**src/rtl/pic_pkg.sv**
```systemverilog
// Shared PIC16F54 constants: OPTION register bit positions, a decoded OPTION view,
// and the prescaler rate-mask helper used by the Timer0/WDT block.
package pic_pkg;

  localparam int OPT_T0CS  = 5;
  localparam int OPT_T0SE  = 4;
  localparam int OPT_PSA   = 3;
  localparam int OPT_PS_HI = 2;
  localparam int OPT_PS_LO = 0;

  typedef struct packed {
    logic       t0cs;
    logic       t0se;
    logic       psa;
    logic [2:0] ps;
  } opt_t;

  function automatic opt_t decode_opt(input logic [5:0] opt);
    opt_t o;
    o.t0cs = opt[OPT_T0CS];
    o.t0se = opt[OPT_T0SE];
    o.psa  = opt[OPT_PSA];
    o.ps   = opt[OPT_PS_HI:OPT_PS_LO];
    return o;
  endfunction

  // TMR0 side divides by 2^(PS+1), WDT side by 2^PS; a pulse fires when the masked count wraps to 0.
  function automatic logic [7:0] presc_mask(input logic psa, input logic [2:0] ps);
    logic [8:0] m;
    m = psa ? ((9'd1 << ps) - 9'd1) : ((9'd2 << ps) - 9'd1);
    return m[7:0];
  endfunction

endpackage

```
**src/rtl/t0cki_sync.sv**
```systemverilog
// Brings the asynchronous T0CKI pin into the clk domain and detects the selected edge.
// A pin already high when reset releases is seen as one rising edge.
module t0cki_sync (
  input  logic clk,
  input  logic rst,
  input  logic t0cki,
  input  logic t0se,
  output logic t0cki_edge
);

  logic s1_q, s2_q, s3_q;

  always_ff @(posedge clk or posedge rst) begin
    if (rst) begin
      s1_q <= 1'b0;
      s2_q <= 1'b0;
      s3_q <= 1'b0;
    end else begin
      s1_q <= t0cki;
      s2_q <= s1_q;
      s3_q <= s2_q;
    end
  end

  assign t0cki_edge = t0se ? (~s2_q & s3_q) : (s2_q & ~s3_q);

endmodule

```
**src/rtl/tmr0_wdt_presc.sv**
```systemverilog
// Timer0 clock source, shared 8-bit prescaler and watchdog timebase for the PIC16F54 core.
// OPTION.PSA steers the prescaler to TMR0 (0) or to the WDT (1).
module tmr0_wdt_presc
  import pic_pkg::*;
#(
  parameter int WDT_BASE_W = 10,
  parameter int PRESC_W    = 8
) (
  input  logic               clk,
  input  logic               rst,
  input  logic [7:0]         option_in,
  input  logic               t0cki,
  input  logic               tmr0_wr,
  input  logic               clrwdt,
  input  logic               sleep,
  input  logic               wdt_en,
  output logic               tmr0_inc,
  output logic               wdtmr,
  output logic [PRESC_W-1:0] presc_q
);

  opt_t opt;
  logic opt_unused;
  logic t0cki_edge, tick, clr_wdt, blocked, base_to, psa_chg;
  logic [PRESC_W-1:0] presc_d, presc_inc, mask;
  logic [WDT_BASE_W-1:0] wdt_base_q, wdt_base_d;
  logic inhibit_q, inhibit_d;
  logic psa_q;
  logic tmr0_inc_q, tmr0_inc_d;
  logic wdtmr_q, wdtmr_d;

  // OPTION[7:6] belong to the port pins, not to this block.
  assign opt        = decode_opt(option_in[5:0]);
  assign opt_unused = ^option_in[7:6];

  t0cki_sync u_sync (
    .clk        (clk),
    .rst        (rst),
    .t0cki      (t0cki),
    .t0se       (opt.t0se),
    .t0cki_edge (t0cki_edge)
  );

  assign tick      = opt.t0cs ? t0cki_edge : 1'b1;
  assign clr_wdt   = clrwdt | sleep;
  assign blocked   = tmr0_wr | inhibit_q;
  assign base_to   = wdt_en & (&wdt_base_q);
  assign psa_chg   = opt.psa != psa_q;
  assign mask      = presc_mask(opt.psa, opt.ps);
  assign presc_inc = presc_q + 1'b1;

  assign wdt_base_d = (!wdt_en || clr_wdt) ? '0 : wdt_base_q + 1'b1;
  // Inhibit covers the write cycle itself plus the cycle after it.
  assign inhibit_d  = tmr0_wr;

  always_comb begin
    presc_d    = presc_q;
    tmr0_inc_d = 1'b0;
    wdtmr_d    = 1'b0;
    if (psa_chg) begin
      presc_d = '0;
    end else if (!opt.psa) begin
      if (tmr0_wr) begin
        presc_d = '0;
      end else if (tick && !blocked) begin
        presc_d    = presc_inc;
        tmr0_inc_d = (presc_inc & mask) == '0;
      end
      wdtmr_d = base_to && !clr_wdt;
    end else begin
      tmr0_inc_d = tick && !blocked;
      if (clr_wdt) begin
        presc_d = '0;
      end else if (base_to) begin
        presc_d = presc_inc;
        wdtmr_d = (presc_inc & mask) == '0;
      end
    end
  end

  always_ff @(posedge clk or posedge rst) begin
    if (rst) begin
      presc_q    <= '0;
      wdt_base_q <= '0;
      inhibit_q  <= 1'b0;
      psa_q      <= 1'b0;
      tmr0_inc_q <= 1'b0;
      wdtmr_q    <= 1'b0;
    end else begin
      presc_q    <= presc_d;
      wdt_base_q <= wdt_base_d;
      inhibit_q  <= inhibit_d;
      psa_q      <= opt.psa;
      tmr0_inc_q <= tmr0_inc_d;
      wdtmr_q    <= wdtmr_d;
    end
  end

  assign tmr0_inc = tmr0_inc_q;
  assign wdtmr    = wdtmr_q;

endmodule

```
**config.mk**
```make
export PLATFORM = sky130hd
export DESIGN_NAME = tmr0_wdt_presc
export DESIGN_NICKNAME = d
export VERILOG_FILES = /design/src/rtl/pic_pkg.sv /design/src/rtl/t0cki_sync.sv /design/src/rtl/tmr0_wdt_presc.sv
export SDC_FILE = /design/constraint.sdc
export NUM_CORES = 1
export LEC_CHECK = 0
export ABC_AREA = 1
export CORE_UTILIZATION = 25
export DETAILED_ROUTE_END_ITERATION = 10
export MAX_ROUTING_LAYER = met4
export PLACE_DENSITY = 0.43
export SLEW_MARGIN = 20
export SYNTH_ARGS = -nofsm -noshare
export SYNTH_HDL_FRONTEND = slang
export SYNTH_SLANG_ARGS = --single-unit
```
**constraint.sdc**
```tcl
create_clock -name clk -period 2 [get_ports clk]
set_clock_uncertainty 0.05 [all_clocks]
set_input_delay 0.5 -clock clk [delete_from_list [all_inputs] [get_ports clk]]
set_output_delay 0.5 -clock clk [all_outputs]
set_load 0.01 [all_outputs]
```
==> metrics.md, run 1 <==
| Metric | Value |
|---|---|
| R2R Setup Slk | `0.27 ns` |
| Minimum clock period | `1.89 ns` |
| Worst path bufs/invs | `1` |
| GPL Wtd Cong | `0.771` |
| Crit Path Class | `flop to output port` |
| Cell variety after synth | `29` |
| Synthesized instance count | `213` |
| Via count | `1395` |
| Sink Count | `25` |
| Top post-synthesis cells by area | `dfrtp_1, nand2_1, inv_1` |
| Detail Route Antenna Nets | `0` |
| Starting density of the core | `26.4%` |
| Crit path max fanout | `7` |
| Port buffer count | `22` |
| Hold WC Path Type | `flop to flop` |
| Number of slew-limit violations in the final report | `0` |
| Initial antenna violation count | `0` |
| Die Wd | `82.1 µm` |
| Worst-Margin Slew | `0.342 ns` |
| DRT Pass-1 Iters | `4` |
| # IOs | `25` |
| Worst EP required | `1.45 ns` |
| Largest area contributor in the netlist | `dfrtp_1` |
| Synth Warn # | `0` |
| Critical Path Slowest Stage Cell | `clkdlybuf4s50_1` |
| P&R area growth vs syn | `34.0%` |
| Total Nets Final | `275` |
| R2r endpoint | `presc_q[4]` |
| WHS Path Cells | `0` |
| Status | `finished clean` |
| Routed WL per cell | `10.8 µm` |
| Synth Flop Type | `dfrtp_1` |
| ANT cells | `0` |
| Psw | `0.000292 W` |
| Sw Ratio | `28.0%` |
| Reg-to-reg critical path startpoint | `wdt_base_q[0]` |
| Row cnt | `28` |
| Leakage | `1.05 nW` |
| Worst R2R Path Depth | `12` |
| Placed Instances | `325` |
| Synthesized net count | `233` |
| Total wire length | `3550 µm` |
| Clock-pin slew on the worst setup and hold paths | `0.10 ns` |
| Sequential share of the synthesized area | `39.0%` |
| CP Capture Type | `output port` |
| Seq pwr share | `49.9%` |
| Max_slew headroom | `77.2%` |
| CP max stage delay | `0.59 ns` |
| Worst-skew pair later-pin latency | `0.28 ns` |
| Unrepaired setup endpoints after global routing | `no` |
| Max Freq | `530 MHz` |
| Hold path endpoint | `u_sync.s2_q` |
| CTS HTree Levels | `1` |
| Drt via density | `4.24` |
| Setup WS post-layout | `0.114 ns` |
| First-pass GRT wire length | `5910 µm` |
| DRC violations left | `0` |
| Worst path cell trace | `clkdlybuf4s50_1` |
| Dpl ws | `-0.580 ns` |
| Ys async rst share | `100%` |
| Post-synth EDFFs | `0` |
| WP data arrival | `1.34 ns` |
| Syn_area_per_cell | `7.52 µm²` |
| Pint | `0.000751 W` |
| Global Route Usage Sum | `11.8%` |
| Max IR drop VDD | `0.220 mV` |
| Finished Layout Cells | `329` |
| Min Hold Slack | `0.313 ns` |
| Grt total ovfl | `0` |
| Die area | `6740 µm²` |
| Setup violators final | `0` |
| CP delay by family, top | `buffers and inverters` |
| Hold Fails Final Rpt | `0` |
| Clock Tree Root | `clkbuf_8` |
| Combinational cell fraction of total power | `19.1%` |
| Startpoint types | `flop` |
| Share of layout cells above drive strength 1 | `22.8%` |
| Total CTS buffers | `3` |
| Vias in the first global route | `1292` |
| Flip-flop and latch count after synthesis | `25` |
| Initial drt markers | `60` |
| Hold path start | `u_sync.s1_q` |
| Clock power share | `31.0%` |
| Pin count of the biggest net entering global routing | `26` |
| Max-Cap Viols | `0` |
| Synth top area share | `39.0%` |
| Core area | `6060 µm²` |
| Cell area after synthesis | `1600 µm²` |
| Final period util | `94.3%` |
| Dpl hpwl | `2750 µm` |
| Fin util | `35.4%` |
| Die Y | `82.1 µm` |
| CTS tree | `built` |
| Maximum clock path buffer count | `2` |
| Power per Cell Area | `486 nW/µm²` |
-- layout make-up --
class                      instances  area, µm²
inverter                          36        138
clock buffer                       3       41.3
timing repair buffer              39        352
tap                               75       93.8
fill                             654       3910
sequential                        25        626
multi-input combinational        150        888
clock inverter                     1       8.76
-- registers in the layout, summed over array words and instances, names as in the netlist --
name         cells
inhibit_q        1
psa_q            1
u_sync.s2_q      1
presc_q          8
u_sync.s3_q      1
wdt_base_q      10
wdtmr            1
u_sync.s1_q      1
tmr0_inc         1
-- through the flow --
stage               instance area, µm²  setup TNS, ns  power (W)
floorplan                         1600              0   0.000634
global placement                  2040          -2.49   0.000721
detailed placement                2040          -2.33   0.000719
CTS                               2100              0    0.00105
global route                      2150              0    0.00111
finish                            2150              0    0.00104
-- layer usage --
layer / vias to the layer above / GRT usage (%) / part of all wire (%) / wire length, µm
met2: 12 / 18.7 / 46 / 1640
met4: 0 / 3.68 / 0.82 / 29
met5: - / - / 0 / 0
met3: 2 / 1.78 / 2.7 / 97
li1: 755 / - / - / -
met1: 626 / 15.4 / 50 / 1780
-- placed cells by master (no fill, tap or decap), types with 2 or more instances in the layout --
master	instances
a21oi_1	5
a21oi_2	2
buf_4	16
clkbuf_2	2
clkbuf_8	3
clkdlybuf4s50_1	18
dfrtp_1	25
ha_1	3
ha_4	2
inv_1	32
inv_2	3
nand2_1	57
nand2_2	5
nand3_1	17
nand3_2	4
nand3_4	2
nand3b_1	2
nor2_1	16
nor2_2	3
nor3_1	7
nor3b_1	3
o21ai_2	8
xor2_1	4
-- worst register-to-register path, cell delays in order, from the launching register on --
cell	delay (ns)
dfrtp_1	0.38
ha_1	0.17
nand2_1	0.06
inv_2	0.06
nand2_2	0.06
nor2_4	0.11
nand2_2	0.08
nor3_4	0.14
nand3_2	0.10
nand2_2	0.09
nand2_4	0.14
nand2_1	0.12
o21ai_2	0.05
-- cells by family (layout without fill, tap and decap cells) --
kind of cell	count (synthesis)	count (layout)	synth area share, %
compound gates	20	20	8.90
xor+xnor	5	5	2.73
fa+ha+maj	5	5	3.90
buf+inv	38	79	9.76
flops	25	25	39.0
simple gates	120	120	35.7
-- synth_stat cells (all sizes together), types with 2 or more instances --
| library cell | count |
|---|---|
| o21ai | 9 |
| ha | 5 |
| nor3b | 3 |
| nand3b | 2 |
| inv | 36 |
| xor2 | 4 |
| dfrtp | 25 |
| nor2 | 20 |
| nand2 | 63 |
| buf | 2 |
| nand3 | 23 |
| nor3 | 8 |
| a21oi | 7 |
-- worst max-delay path by stage --
| stage | from | to | slack, ns | cells after the start |
|---|---|---|---|---|
| after floorplan | option_in[0] | tmr0_inc | 0.03 | 12 |
| after global placement | option_in[0] | tmr0_inc | -0.56 | 13 |
| after detailed placement | option_in[0] | wdtmr | -0.58 | 13 |
| after CTS | option_in[2] | wdtmr | 0.0005 | 12 |
| after global routing | presc_q[2] | presc_q[2] | 0.03 | 1 |
| final | presc_q[4] | presc_q[4] | 0.11 | 1 |
-- power groups by stage --
stage | clock [W] | combinational, W | sequential [W]
floorplan | 0 | 0.000103 | 0.000531
CTS | 0.000343 | 0.000191 | 0.000521
global placement | 0 | 0.000190 | 0.000531
finish | 0.000324 | 0.000199 | 0.000521
detailed placement | 0 | 0.000188 | 0.000531
global route | 0.000366 | 0.000225 | 0.000522
-- timing repair --
item | 4_1_cts | 5_1_grt
hold buffers | 0 | 0
pin swaps | 3 | 6
resized for setup | 7 | 13
endpoints found under the setup margin | 2 | 2
setup buffers | 0 | 0
cloned | 0 | 0
Note: power is estimated with default switching activity, not from simulation.
==> run 2, diff against run 1 <==
--- a/config.mk
+++ b/config.mk
@@ -6,10 +6,12 @@
 export NUM_CORES = 1
 export LEC_CHECK = 0
 export ABC_AREA = 1
+export CORE_MARGIN = 2
 export CORE_UTILIZATION = 25
 export DETAILED_ROUTE_END_ITERATION = 10
 export MAX_ROUTING_LAYER = met4
 export PLACE_DENSITY = 0.43
+export RECOVER_POWER = 100
 export SLEW_MARGIN = 20
 export SYNTH_ARGS = -nofsm -noshare
 export SYNTH_HDL_FRONTEND = slang
==> metrics.md, run 2 (synthesis results as in run 1) <==
| Metric | Value |
|---|---|
| CP max stage delay | `0.59 ns (about the same)` |
| CTS tree | `built (unchanged)` |
| Status | `finished clean (unchanged)` |
| CP Capture Type | `output port (unchanged)` |
| First-pass GRT wire length | `6300 µm (was 5910 µm)` |
| Post-CTS setup buffer count | `0 (unchanged)` |
| Routed WL per cell | `10.6 µm (was 10.8 µm)` |
| Worst path bufs/invs | `1 (unchanged)` |
| Worst path cell trace | `clkdlybuf4s50_1 (unchanged)` |
| Final instance area | `2150 µm² (about the same)` |
| Final period util | `94.5% (was 94.3%)` |
| Max Freq | `529 MHz (was 530 MHz)` |
| FILL cells | `683 (was 654)` |
| Hold WC Path Type | `flop to flop (unchanged)` |
| Total wire length | `3530 µm (was 3550 µm)` |
| Top Layer Used | `met4 (unchanged)` |
| Setup TNS Final | `0 ns (unchanged)` |
| Worst-skew pair later-pin latency | `0.26 ns (was 0.28 ns)` |
| Leakage | `1.07 nW (was 1.05 nW)` |
| Hold Fails Final Rpt | `0 (unchanged)` |
| Reg with most FFs | `wdt_base_q (unchanged)` |
| Die area | `7070 µm² (was 6740 µm²)` |
| Drt via density | `4.28 (was 4.24)` |
| Starting density of the core | `25.5% (was 26.4%)` |
| DRC violations left | `0 (unchanged)` |
| Pin count of the biggest net entering global routing | `26 (unchanged)` |
| Setup violators final | `0 (unchanged)` |
| Max-Cap Viols | `0 (unchanged)` |
| Met1 WL | `1710 µm (was 1780 µm)` |
| Most common cell after layout, fill and taps aside | `nand2_1 (unchanged)` |
| Placement Cell Area | `2060 µm² (was 2040 µm²)` |
| Max_slew headroom | `56.9% (was 77.2%)` |
| Vias in the first global route | `1394 (was 1292)` |
| Crit path depth | `1 (unchanged)` |
| # IOs | `25 (unchanged)` |
| Hold-fix buffers, CTS | `0 (unchanged)` |
| GPL Wtd Cong | `0.790 (was 0.771)` |
| Most frequent cells in the layout | `nand2_1, inv_1, dfrtp_1, nand3_1, buf_4 (was nand2_1, inv_1, dfrtp_1, clkdlybuf4s50_1, nand3_1)` |
| Dpl hpwl | `2750 µm (about the same)` |
| Top flop regs | `wdt_base_q x10, presc_q x8 (unchanged)` |
| Number of slew-limit violations in the final report | `0 (unchanged)` |
| Met3 WL | `131 µm (was 97 µm)` |
| WP data arrival | `1.34 ns (about the same)` |
| Total Nets Final | `278 (was 275)` |
| Share of layout cells above drive strength 1 | `21.4% (was 22.8%)` |
| Startpoint types | `flop (unchanged)` |
| WHS Path Cells | `0 (unchanged)` |
| Via count | `1431 (was 1395)` |
| P&R area growth vs syn | `33.9% (was 34.0%)` |
| Initial drt markers | `71 (was 60)` |
| Grt total ovfl | `0 (unchanged)` |
| Global Route Usage Sum | `10.8% (was 11.8%)` |
| Sink Count | `25 (unchanged)` |
| Worst-Margin Slew | `0.647 ns (was 0.342 ns)` |
| Power, Total | `0.00102 W (was 0.00104 W)` |
| Die Y | `84.1 µm (was 82.1 µm)` |
| Fin util | `34.2% (was 35.4%)` |
| CTS HTree Levels | `1 (unchanged)` |
| Clock Tree Root | `clkbuf_8 (unchanged)` |
| Worst EP required | `1.45 ns (about the same)` |
| Min Hold Slack | `0.304 ns (was 0.313 ns)` |
| DRT Pass-1 Iters | `4 (unchanged)` |
| ANT cells | `0 (unchanged)` |
| Unrepaired setup endpoints after global routing | `no (unchanged)` |
| Max IR drop VDD | `0.259 mV (was 0.220 mV)` |
| Initial antenna violation count | `0 (unchanged)` |
| CP delay by family, top | `buffers and inverters (unchanged)` |
| Core area | `6280 µm² (was 6060 µm²)` |
| Die Wd | `84.1 µm (was 82.1 µm)` |
| Minimum clock period | `1.89 ns (about the same)` |
| Crit path max fanout | `6 (was 7)` |
| Critical Path Slowest Stage Cell | `clkdlybuf4s50_1 (unchanged)` |
| Met2 Routed Length | `1670 µm (was 1640 µm)` |
| Power per Cell Area | `474 nW/µm² (was 486 nW/µm²)` |
| Detail Route Antenna Nets | `0 (unchanged)` |
| Row cnt | `29 (was 28)` |
| Port buffer count | `22 (unchanged)` |
| Total CTS buffers | `3 (unchanged)` |
| Clock-pin slew on the worst setup and hold paths | `0.09 ns (was 0.10 ns)` |
| Worst R2R Path Depth | `12 (unchanged)` |
| Crit Path Class | `flop to output port (unchanged)` |
| Maximum clock path buffer count | `2 (unchanged)` |
| Max FFs per register | `10 (unchanged)` |
run 2: layout make-up:
cell class | count | area, µm² | area share (%)
Clock buffer | 4 | 45.0 | 2.10
Inverter | 36 | 138 | 6.41
Multi-Input combinational cell | 150 | 873 | 40.7
Sequential cell | 25 | 626 | 29.2
Tap cell | 77 | 96.3 | 4.49
Timing Repair Buffer | 42 | 368 | 17.1
run 2: repair_timing:
action | in CTS | in global routing
pin swaps | 3 | 4
setup endpoints to repair | 2 | 2
hold endpoints to repair | 0 | 0
gates resized for setup | 12 | 7
run 2: through the flow:
step / cells / setup slack (ns)
after CTS: 334 / 0.0138
final: 334 / 0.110
after detailed placement: 330 / -0.579
after global placement: 330 / -0.544
after global routing: 334 / 0.0242
after floorplan: 213 / 0.0297
run 2: path summary, 6_finish.rpt:
path                          startpoint       endpoint  slack [ns]
min                          u_sync.s1_q    u_sync.s2_q        0.30
max                           presc_q[3]     presc_q[3]        0.11
min in group asynchronous            rst  wdt_base_q[8]        0.78
max in group asynchronous            rst     presc_q[3]        0.70
max reg2reg                wdt_base_q[0]     presc_q[4]        0.23
min reg2reg                  u_sync.s1_q    u_sync.s2_q        0.30
run 2: power by group:
part | total (W) | switching [W] | internal [W]
Sequential | 0.000521 | 0.00000668 | 0.000514
Clock | 0.000301 | 0.000159 | 0.000142
Combinational | 0.000195 | 0.000106 | 0.0000884
Total | 0.00102 | 0.000272 | 0.000745
run 2: per-layer routing:
metal  up-vias  GRT usage, %
li1        761             -
met1       643          14.9
met2        25          17.3
met3         2          1.48
met4         0          1.76
met5         -             -
